File: src/rtl/mem_access_unit_if.sv
`default_nettype none
// ============================================================================
// Module   : mem_access_unit_if
// Brief    : Pipeline-side and data-bus signal bundle for mem_access_unit.
// Revision : 1.0
// ============================================================================
interface mem_access_unit_if;
    logic        ex_valid;
    logic [2:0]  mem_op;
    logic [31:0] alu_out;
    logic [31:0] store_data;
    logic        stall;
    logic [31:0] load_data;
    logic        load_valid;
    logic        addr_err;
    logic        bus_err;
    logic        bus_req;
    logic        bus_we;
    logic [31:0] bus_addr;
    logic [3:0]  bus_be;
    logic [31:0] bus_wdata;
    logic [31:0] bus_rdata;
    logic        bus_ack;

    modport master (
        input  ex_valid, mem_op, alu_out, store_data, bus_rdata, bus_ack,
        output stall, load_data, load_valid, addr_err, bus_err,
               bus_req, bus_we, bus_addr, bus_be, bus_wdata
    );

    modport slave (
        output ex_valid, mem_op, alu_out, store_data, bus_rdata, bus_ack,
        input  stall, load_data, load_valid, addr_err, bus_err,
               bus_req, bus_we, bus_addr, bus_be, bus_wdata
    );
endinterface
`default_nettype wire

File: src/rtl/mem_access_unit.sv
`default_nettype none
// ============================================================================
// Module   : mem_access_unit
// Brief    : MEM-stage load/store unit over a single-outstanding req/ack bus.
// Revision : 1.0
// ============================================================================
module mem_access_unit #(
    parameter int MAX_WAIT = 15
) (
    input  wire logic         clk,
    input  wire logic         rst,
    mem_access_unit_if.master mau
);
    localparam logic [2:0] c_LW  = 3'b000;
    localparam logic [2:0] c_LH  = 3'b001;
    localparam logic [2:0] c_LHU = 3'b010;
    localparam logic [2:0] c_LB  = 3'b011;
    localparam logic [2:0] c_LBU = 3'b100;
    localparam logic [2:0] c_SW  = 3'b101;
    localparam logic [2:0] c_SH  = 3'b110;
    localparam logic [2:0] c_SB  = 3'b111;
    localparam logic [7:0] c_LAST_WAIT = 8'(MAX_WAIT - 1);

    typedef enum logic [1:0] {
        S_IDLE = 2'd0,
        S_REQ  = 2'd1,
        S_DONE = 2'd2
    } state_t;

    state_t      r_state;
    state_t      w_next_state;

    logic [2:0]  r_op;
    logic [1:0]  r_lo;
    logic [7:0]  r_wait;
    logic        r_bus_req;
    logic        r_bus_we;
    logic [3:0]  r_bus_be;
    logic [31:0] r_bus_addr;
    logic [31:0] r_bus_wdata;
    logic        r_load_valid;
    logic [31:0] r_load_data;
    logic        r_addr_err;
    logic        r_bus_err;

    logic        w_aligned;
    logic        w_is_store;
    logic [3:0]  w_be;
    logic [31:0] w_wdata;
    logic        w_accept;
    logic        w_misalign;
    logic        w_ack_ok;
    logic        w_timeout;

    function automatic logic [31:0] f_extend(input logic [2:0]  op,
                                             input logic [1:0]  lo,
                                             input logic [31:0] rd);
        logic [7:0]  v_byte;
        logic [15:0] v_half;
        logic [31:0] v_res;
        v_byte = rd[{lo, 3'b000} +: 8];
        v_half = lo[1] ? rd[31:16] : rd[15:0];
        v_res  = rd;
        case (op)
            c_LB:    v_res = {{24{v_byte[7]}}, v_byte};
            c_LBU:   v_res = {24'h000000, v_byte};
            c_LH:    v_res = {{16{v_half[15]}}, v_half};
            c_LHU:   v_res = {16'h0000, v_half};
            default: v_res = rd;
        endcase
        return v_res;
    endfunction

    // Lane enables and replicated write data for the op currently on the inputs
    always_comb begin
        w_aligned  = 1'b1;
        w_be       = 4'b0000;
        w_wdata    = '0;
        w_is_store = (mau.mem_op == c_SW) || (mau.mem_op == c_SH) || (mau.mem_op == c_SB);
        case (mau.mem_op)
            c_LW, c_SW: begin
                w_aligned = (mau.alu_out[1:0] == 2'b00);
                w_be      = 4'b1111;
                w_wdata   = mau.store_data;
            end
            c_LH, c_LHU, c_SH: begin
                w_aligned = ~mau.alu_out[0];
                w_be      = mau.alu_out[1] ? 4'b1100 : 4'b0011;
                w_wdata   = {2{mau.store_data[15:0]}};
            end
            default: begin
                w_be      = 4'b0001 << mau.alu_out[1:0];
                w_wdata   = {4{mau.store_data[7:0]}};
            end
        endcase
    end

    always_ff @(posedge clk or posedge rst) begin
        if (rst) begin
            r_state <= S_IDLE;
        end else begin
            r_state <= w_next_state;
        end
    end

    always_comb begin
        w_next_state = r_state;
        w_accept     = 1'b0;
        w_misalign   = 1'b0;
        w_ack_ok     = 1'b0;
        w_timeout    = 1'b0;
        case (r_state)
            S_IDLE: begin
                if (mau.ex_valid) begin
                    if (w_aligned) begin
                        w_accept     = 1'b1;
                        w_next_state = S_REQ;
                    end else begin
                        w_misalign   = 1'b1;
                    end
                end
            end
            S_REQ: begin
                // ack wins over a timeout landing in the same cycle
                if (mau.bus_ack) begin
                    w_ack_ok     = 1'b1;
                    w_next_state = S_DONE;
                end else if (r_wait == c_LAST_WAIT) begin
                    w_timeout    = 1'b1;
                    w_next_state = S_DONE;
                end
            end
            S_DONE:  w_next_state = S_IDLE;
            default: w_next_state = S_IDLE;
        endcase
    end

    always_ff @(posedge clk or posedge rst) begin
        if (rst) begin
            r_op         <= 3'b000;
            r_lo         <= 2'b00;
            r_wait       <= 8'd0;
            r_bus_req    <= 1'b0;
            r_bus_we     <= 1'b0;
            r_bus_be     <= 4'b0000;
            r_bus_addr   <= '0;
            r_bus_wdata  <= '0;
            r_load_valid <= 1'b0;
            r_load_data  <= '0;
            r_addr_err   <= 1'b0;
            r_bus_err    <= 1'b0;
        end else begin
            r_addr_err   <= w_misalign;
            r_bus_err    <= w_timeout;
            r_load_valid <= w_ack_ok & ~r_bus_we;
            r_load_data  <= (w_ack_ok & ~r_bus_we) ? f_extend(r_op, r_lo, mau.bus_rdata) : '0;
            if (w_accept) begin
                r_op        <= mau.mem_op;
                r_lo        <= mau.alu_out[1:0];
                r_wait      <= 8'd0;
                r_bus_req   <= 1'b1;
                r_bus_we    <= w_is_store;
                r_bus_be    <= w_be;
                r_bus_addr  <= {mau.alu_out[31:2], 2'b00};
                r_bus_wdata <= w_wdata;
            end else if (r_state == S_REQ) begin
                r_wait <= r_wait + 8'd1;
                if (w_next_state != S_REQ) begin
                    r_bus_req <= 1'b0;
                    r_bus_we  <= 1'b0;
                    r_bus_be  <= 4'b0000;
                end
            end
        end
    end

    assign mau.stall      = ~rst & ((r_state == S_REQ) |
                                    ((r_state == S_IDLE) & mau.ex_valid & w_aligned));
    assign mau.load_data  = r_load_data;
    assign mau.load_valid = r_load_valid;
    assign mau.addr_err   = r_addr_err;
    assign mau.bus_err    = r_bus_err;
    assign mau.bus_req    = r_bus_req;
    assign mau.bus_we     = r_bus_we;
    assign mau.bus_addr   = r_bus_addr;
    assign mau.bus_be     = r_bus_be;
    assign mau.bus_wdata  = r_bus_wdata;
endmodule
`default_nettype wire

File: src/flat_wrapper.sv
// flat-port wrapper written by rule: the top's interface ports become plain ports
module mem_access_unit_flat 
#(
    parameter int MAX_WAIT = 15
)
  (clk, rst, mau_ex_valid, mau_mem_op, mau_alu_out, mau_store_data, mau_bus_rdata, mau_bus_ack, mau_stall, mau_load_data, mau_load_valid, mau_addr_err, mau_bus_err, mau_bus_req, mau_bus_we, mau_bus_addr, mau_bus_be, mau_bus_wdata);
  mem_access_unit_if mau_i ();
  input  wire logic clk;
  input  wire logic rst;
  input wire logic [$bits(mau_i.ex_valid)-1:0] mau_ex_valid;
  input wire logic [$bits(mau_i.mem_op)-1:0] mau_mem_op;
  input wire logic [$bits(mau_i.alu_out)-1:0] mau_alu_out;
  input wire logic [$bits(mau_i.store_data)-1:0] mau_store_data;
  input wire logic [$bits(mau_i.bus_rdata)-1:0] mau_bus_rdata;
  input wire logic [$bits(mau_i.bus_ack)-1:0] mau_bus_ack;
  output wire logic [$bits(mau_i.stall)-1:0] mau_stall;
  output wire logic [$bits(mau_i.load_data)-1:0] mau_load_data;
  output wire logic [$bits(mau_i.load_valid)-1:0] mau_load_valid;
  output wire logic [$bits(mau_i.addr_err)-1:0] mau_addr_err;
  output wire logic [$bits(mau_i.bus_err)-1:0] mau_bus_err;
  output wire logic [$bits(mau_i.bus_req)-1:0] mau_bus_req;
  output wire logic [$bits(mau_i.bus_we)-1:0] mau_bus_we;
  output wire logic [$bits(mau_i.bus_addr)-1:0] mau_bus_addr;
  output wire logic [$bits(mau_i.bus_be)-1:0] mau_bus_be;
  output wire logic [$bits(mau_i.bus_wdata)-1:0] mau_bus_wdata;
  assign mau_i.ex_valid = mau_ex_valid;
  assign mau_i.mem_op = mau_mem_op;
  assign mau_i.alu_out = mau_alu_out;
  assign mau_i.store_data = mau_store_data;
  assign mau_i.bus_rdata = mau_bus_rdata;
  assign mau_i.bus_ack = mau_bus_ack;
  assign mau_stall = mau_i.stall;
  assign mau_load_data = mau_i.load_data;
  assign mau_load_valid = mau_i.load_valid;
  assign mau_addr_err = mau_i.addr_err;
  assign mau_bus_err = mau_i.bus_err;
  assign mau_bus_req = mau_i.bus_req;
  assign mau_bus_we = mau_i.bus_we;
  assign mau_bus_addr = mau_i.bus_addr;
  assign mau_bus_be = mau_i.bus_be;
  assign mau_bus_wdata = mau_i.bus_wdata;
  mem_access_unit #(.MAX_WAIT(MAX_WAIT)) u_core (.clk(clk), .rst(rst), .mau(mau_i));
endmodule
File: config.mk
export PLATFORM = sky130hd
export DESIGN_NAME = mem_access_unit_flat
export DESIGN_NICKNAME = d
export VERILOG_FILES = /design/src/rtl/mem_access_unit_if.sv /design/src/rtl/mem_access_unit.sv /design/src/flat_wrapper.sv
export SDC_FILE = /design/constraint.sdc
export NUM_CORES = 1
export LEC_CHECK = 0
export BUFFER_PORTS_ARGS = -buffer_cell sky130_fd_sc_hd__clkbuf_2
export CORE_MARGIN = 10
export CORE_UTILIZATION = 30
export DETAILED_ROUTE_END_ITERATION = 7
export GPL_ROUTABILITY_DRIVEN = 0
export PLACE_DENSITY = 0.57
export SKIP_LAST_GASP = 1
export SLEW_MARGIN = 25
export SYNTH_ARGS = -nofsm -noshare
export SYNTH_HDL_FRONTEND = slang
export SYNTH_SLANG_ARGS = --single-unit
export TNS_END_PERCENT = 50
File: constraint.sdc
create_clock -name clk -period 6.4 [get_ports clk]
set_clock_uncertainty 0.1 [all_clocks]
set_input_delay 1.28 -clock clk [delete_from_list [all_inputs] [get_ports clk]]
set_output_delay 1.28 -clock clk [all_outputs]
set_load 0.01 [all_outputs]
==> flow_summary_export.csv, run 1 <==
group,metric,value,unit
run_status,status,"finished clean",
floorplan,die_w,163,µm
worst_setup_path,timing.rr.end,"u_core.mau.bus_addr[3]",
worst_setup_path,r2r-start,"u_core.r_state[0]",
global_route,grt_pass1_vias,4950,
detailed_routing,post_drt_wl_per_cell,18.3,µm
worst_setup_path,crit_fanout,23,
place,numPortBuffers,206,
detailed_routing,dr.pass1.iters,4,
hold_path,min_delay_worst_endpoint,"u_core.mau.bus_req",
power_and_ir_drop,ir_drop,0.000186,V
floorplan,core_area,0.0202,mm²
sta,rsz0062_at_grt,"false",
flow_run,maxCapViolCount,0,
floorplan,fp.dieH,163,µm
global_route,overflow,0,
power_and_ir_drop,swShare,0.343,
place,dpl.hpwl,13600,µm
detailed_routing,drc,0,
clock_tree,cts_resized,0,
floorplan,rows,52,
clock_tree,cts_hold_buf,0,
global_route,grt_pass1_wl,28900,µm
worst_setup_path,crit_cells,6,
power_and_ir_drop,p_int,2.17,mW
synth,ys_seq_elements,118,
power_and_ir_drop,pwr-share-seq,0.337,
sta,tns,0,ns
layout,nNetsFinal,828,
worst_setup_path,crit_type,"in -> out",
power_and_ir_drop,combinationalPowerShare,0.341,
sta,hold_violations,0,
synth,ys_warn_count,0,
clock_tree,cts_made_buffers,17,
clock_tree,postCtsSetupBuffers,0,
layout,fin_util,0.395,
worst_setup_path,crit_path_max_incr_delay,0.43,ns
worst_setup_path,critical_path.n_buffers_inverters,2,
worst_setup_path,path_delay_family,"buffers and inverters",
synth,syn_area,0.00612,mm²
detailed_routing,wl,18400,µm
floorplan,dieArea,0.0265,mm²
clock_tree,clock-sinks,118,
synth,synth_top_flop_cell,"dfrtp_1",
clock_tree,cts_buffer_depth,2,
floorplan,initial_core_util,0.303,
sta,period_share,0.638,
power_and_ir_drop,switching_power,1.13,mW
hold_path,min-delay-start,"u_core.mau.bus_req",
detailed_routing,postRouteAntennaNets,0,
power_and_ir_drop,leakagePower,3.90,nW
power_and_ir_drop,powerDensity,413,mW/mm²
worst_setup_path,cp_data_arrival_time,2.70,ns
sta,slew_viol_final,0,
detailed_routing,vias_per_cell,4.86,
hold_path,hold_path_class,"reg -> reg",
worst_setup_path,path_common_cell,"clkbuf_2",
clock_tree,cts_max_level,4,
layout,antenna_cells,0,
worst_setup_path,ff2ff_setup_slack,3.51,ns
worst_setup_path,required,5.02,ns
layout,fillers,2034,
clock_tree,worstSkewPairLatency,0.41,ns
clock_tree,clk_pin_slew,0.05,ns
worst_setup_path,critPathLaunchType,"primary input",
synth,synth-edff-count,0,
worst_setup_path,slowest_stage,"clkbuf_2",
synth,ys_types,61,
sta,period_needed,4.08,ns
worst_setup_path,r2r_cells,5,
worst_setup_path,crit_path_end_kind,"output port",
layout,areaGrowthSynthToFinish,30.3,%
sta,fmax,245,MHz
sta,tightest_slew,0.776,ns
detailed_routing,vias,4889,
worst_setup_path,path_cells,"clkbuf_2 -> nor3b_4 -> a221o_1 -> nand2_1 -> a21oi_1 -> clkbuf_2",
global_route,grt_max_degree,62,
clock_tree,cts_tree,"built",
detailed_routing,drt-initial-drc-count,214,
global_route,track_usage,0.138,
synth,syn_avg_cell_area,11.5,µm²
synth,yosysSeqAreaShare,0.482,
sta,maxSlewHeadroom,0.480,
synth,async_flop_share,1.00,
floorplan,ios,209,
global_route,antenna_found_initial,0,
clock_tree,ctsRootBufferMaster,"clkbuf_16",
layout,drive_gt1_frac,0.451,
sta,setup_viol_count_final,0,
power_and_ir_drop,pwr-share-clk,0.322,
synth,synthCells,530,
hold_path,hold_path_depth,1,
-- power by group through the flow --
stage               combinational [mW]  clock [mW]  sequential [mW]
floorplan                        0.662           0             1.18
global placement                  1.13           0             1.12
detailed placement                1.14           0             1.12
CTS                               1.14        1.09             1.11
global route                      1.25        1.13             1.14
finish                            1.12        1.06             1.11
-- registers in the layout (all words and copies together), names as in the netlist --
| signal | cells |
|---|---|
| u_core.mau.bus_req | 1 |
| u_core.mau.addr_err | 1 |
| u_core.r_lo | 2 |
| u_core.r_wait | 8 |
| u_core.mau.bus_wdata | 32 |
| u_core.r_state | 2 |
| u_core.mau.load_valid | 1 |
| u_core.mau.bus_we | 1 |
| u_core.mau.bus_be | 4 |
| u_core.mau.bus_err | 1 |
| u_core.mau.load_data | 32 |
| u_core.mau.bus_addr | 30 |
| u_core.r_op | 3 |
-- kinds of logic after synthesis --
kind of cell	synth area share
xor+xnor	0.0186
fa+ha+maj	0.00409
simple gates	0.0859
mux	0.218
compound gates	0.144
buf+inv	0.0470
flops	0.482
other cells	0.000613
-- Yosys cell counts (all sizes together) (2+ instances only) --
master  instances  area, µm²
o21bai          9       67.6
mux2           69        920
xnor2           3       26.3
a32o            5       50.1
dfrtp         118       2950
nor2           48        193
ha              2       25.0
mux2i          21        210
nor3            2       10.0
a31oi           7       43.8
mux4            9        203
a21oi          14       70.1
a21o            2       15.0
clkbuf         18       70.1
and3            8       50.1
buf            22        161
o21ai          69        345
nor3b           2       26.3
nand2          18       67.6
a221o           4       40.0
nand4           3       18.8
a211oi          8       60.1
nand3           7       35.0
nand2b          5       38.8
inv            14       52.6
and2            2       12.5
o211ai          2       15.0
xor2           10       87.6
a221oi          7       78.8
o31ai           2       15.0
-- per-layer routing --
layer,up-vias,share of wire,GRT usage
met5,-,0,0
met4,0,0.0080,0.0332
met3,12,0.10,0.0652
met2,202,0.44,0.200
met1,2364,0.45,0.181
li1,2311,-,-
-- final cells by class --
type,instances,area (µm²),area share
Clock buffer,18,429,0.0538
Timing Repair Buffer,213,1080,0.136
Clock inverter,14,224,0.0281
Multi-Input combinational cell,358,2890,0.362
Inverter,15,58.8,0.00737
Sequential cell,118,2950,0.370
Tap cell,270,338,0.0424
-- worst max path at each step --
stage                        startpoint                  end  slack (ns)
after global placement    mau_mem_op[2]            mau_stall        2.37
after global routing      mau_mem_op[2]            mau_stall        2.15
final                     mau_mem_op[2]            mau_stall        2.32
after CTS                 mau_mem_op[2]            mau_stall        2.32
after floorplan                     rst  u_core.mau.addr_err        1.89
after detailed placement  mau_mem_op[2]            mau_stall        2.32
-- cells in the final DEF, fill, tap and decap left out, types with 17 or more instances in the layout --
| master | count |
|---|---|
| dfrtp_1 | 118 |
| nor2_1 | 45 |
| o21ai_0 | 68 |
| clkbuf_16 | 17 |
| mux2_4 | 38 |
| mux2_2 | 31 |
| mux2i_1 | 21 |
| nand2_1 | 18 |
| clkbuf_2 | 206 |
-- through the flow --
step	setup slack, ns	cells	total power [mW]	area (µm²)	hold slack (ns)
2_1_floorplan	1.89	531	1.84	6120	0.396
3_3_place_gp	2.37	974	2.24	7320	0.372
3_5_place_dp	2.32	974	2.26	7320	0.370
4_1_cts	2.32	1006	3.34	7970	0.413
5_1_grt	2.15	1006	3.51	7970	0.419
6_report	2.32	1006	3.30	7970	0.405
No activity file was read; power rests on OpenSTA's default activity.
==> inputs of run 2 (changes only) <==
PLACE_DENSITY = 0.59   (was 0.57)
clock period = 3.7 ns   (was 6.4 ns; I/O delays follow)
==> flow_summary_export.csv, run 2 (synthesized netlist as in run 1, its figures left out) <==
group,metric,value,unit
run_status,status,"finished clean",
clock_tree,clk_pin_slew,0.05,ns
clock_tree,clock-sinks,118,
power_and_ir_drop,power.total,5.62,mW
global_route,grt_pass1_vias,5049,
place,dpl.hpwl,13400,µm
sta,tns,0,ns
worst_setup_path,crit_path_end_kind,"output port",
layout,areaGrowthSynthToFinish,30.7,%
worst_setup_path,path_cells,"clkbuf_2 -> o21bai_1 -> a221o_1 -> nand2_1 -> a21oi_1 -> clkbuf_2",
worst_setup_path,slowest_stage,"o21bai_1",
floorplan,initial_core_util,0.303,
detailed_routing,vias_per_cell,4.83,
clock_tree,cts_resized,0,
power_and_ir_drop,powerDensity,702,mW/mm²
global_route,antenna_found_initial,0,
layout,layout_common_cells,"clkbuf_2, dfrtp_1, o21ai_0",
hold_path,hold_path_class,"in -> async",
place,dpl_cell_area,0.00739,mm²
floorplan,fp.dieH,163,µm
sta,setup_viol_count_final,0,
clock_tree,postCtsSetupBuffers,0,
clock_tree,cts_tree,"built",
clock_tree,cts_hold_buf,0,
clock_tree,cts_buffer_depth,2,
clock_tree,cts_made_buffers,17,
worst_setup_path,path_delay_family,"compound AO/OA/AOI/OAI gates",
sta,fmax,365,MHz
global_route,track_usage,0.138,
worst_setup_path,crit_path_max_incr_delay,0.30,ns
layout,final_common_cell,"clkbuf_2",
floorplan,core_area,0.0202,mm²
layout,nNetsFinal,834,
floorplan,rows,52,
detailed_routing,vias,4885,
worst_setup_path,required,2.86,ns
worst_setup_path,crit_type,"in -> out",
worst_setup_path,r2r_cells,4,
place,numPortBuffers,206,
worst_setup_path,cp_data_arrival_time,1.90,ns
clock_tree,ctsRootBufferMaster,"clkbuf_16",
layout,instances_no_fill,1011,
global_route,overflow,0,
floorplan,ios,209,
sta,rsz0062_at_grt,"false",
place,dp_cells,980,
detailed_routing,dr.pass1.iters,4,
worst_setup_path,crit_fanout,9,
floorplan,dieArea,0.0265,mm²
worst_setup_path,critical_path.n_buffers_inverters,2,
flow_run,maxCapViolCount,0,
power_and_ir_drop,ir_drop,0.000300,V
detailed_routing,post_drt_wl_per_cell,18.1,µm
sta,hold_violations,0,
layout,drive_gt1_frac,0.451,
layout,fillers,2031,
worst_setup_path,r2r-start,"u_core.r_op[1]",
sta,slew_viol_final,0,
detailed_routing,wl,18300,µm
power_and_ir_drop,leakagePower,3.92,nW
worst_setup_path,critPathLaunchType,"primary input",
detailed_routing,drc,0,
sta,period_needed,2.74,ns
sta,maxSlewHeadroom,0.430,
worst_setup_path,path_common_cell,"clkbuf_2",
clock_tree,worstSkewPairLatency,0.41,ns
worst_setup_path,ff2ff_setup_slack,1.40,ns
detailed_routing,drt-initial-drc-count,222,
worst_setup_path,timing.rr.end,"u_core.mau.load_data[1]",
floorplan,die_w,163,µm
sta,tightest_slew,0.847,ns
layout,antenna_cells,0,
clock_tree,cts_max_level,4,
global_route,grt_max_degree,117,
layout,fin_area,0.00800,mm²
detailed_routing,postRouteAntennaNets,0,
sta,period_share,0.741,
global_route,grt_pass1_wl,29000,µm
[run 2: cell count changes in the layout (fill, tap and decap cells not counted), sizes merged]
| cell | before | now |
|---|---|---|
| buf | 7 | 13 |
| clkbuf | 224 | 228 |
| clkinv | 7 | 4 |
| inv | 16 | 13 |
| clkinvlp | 1 | 3 |
| bufinv | 5 | 4 |
[run 2: worst register-to-register path: cells and delay by family, from the launching register on]
kind,cells,cell delay [ns]
AO/OA/AOI/OAI,3,1.22
flip-flops,1,0.75
XOR/XNOR,1,0.13
[run 2: layer usage]
layer,global-route usage,up-vias,part of all wire
li1,-,2317,-
met4,0.0508,0,0.020
met1,0.180,2347,0.44
met3,0.0619,26,0.10
met5,0,-,0
met2,0.196,195,0.44
[run 2: how the worst max path moves through the flow]
| stage | slack, ns | cells after the start | from | to |
|---|---|---|---|---|
| finish | 0.96 | 6 | mau_alu_out[0] | mau_stall |
| global placement | 1.01 | 6 | mau_alu_out[0] | mau_stall |
| global route | 0.86 | 6 | mau_alu_out[0] | mau_stall |
| CTS | 0.97 | 6 | mau_alu_out[0] | mau_stall |
| floorplan | 0.95 | 6 | mau_mem_op[1] | mau_stall |
| detailed placement | 0.98 | 6 | mau_alu_out[0] | mau_stall |
[run 2: stage by stage]
step	utilization	hold slack, ns	setup WS [ns]
after floorplan	-	0.396	0.953
after global placement	0.366	0.364	1.01
after detailed placement	0.366	0.366	0.979
after CTS	0.397	0.0891	0.975
after global routing	0.397	0.102	0.864
final	0.397	0.109	0.959
[run 2: cell type report]
cell class,instances,area [µm²],share of cell area
Clock buffer,22,464,0.0580
Clock inverter,9,150,0.0188
Inverter,15,60.1,0.00750
Multi-Input combinational cell,358,2880,0.360
Sequential cell,118,2950,0.369
Tap cell,270,338,0.0422
Timing Repair Buffer,219,1150,0.144
[run 2: where the power goes]
| part | internal [mW] | leakage, nW | switching (mW) |
|---|---|---|---|
| logic | 0.888 | 2.13 | 1.06 |
| registers | 1.67 | 1.49 | 0.255 |
| clock network | 1.15 | 0.296 | 0.595 |
| total | 3.71 | 3.92 | 1.91 |
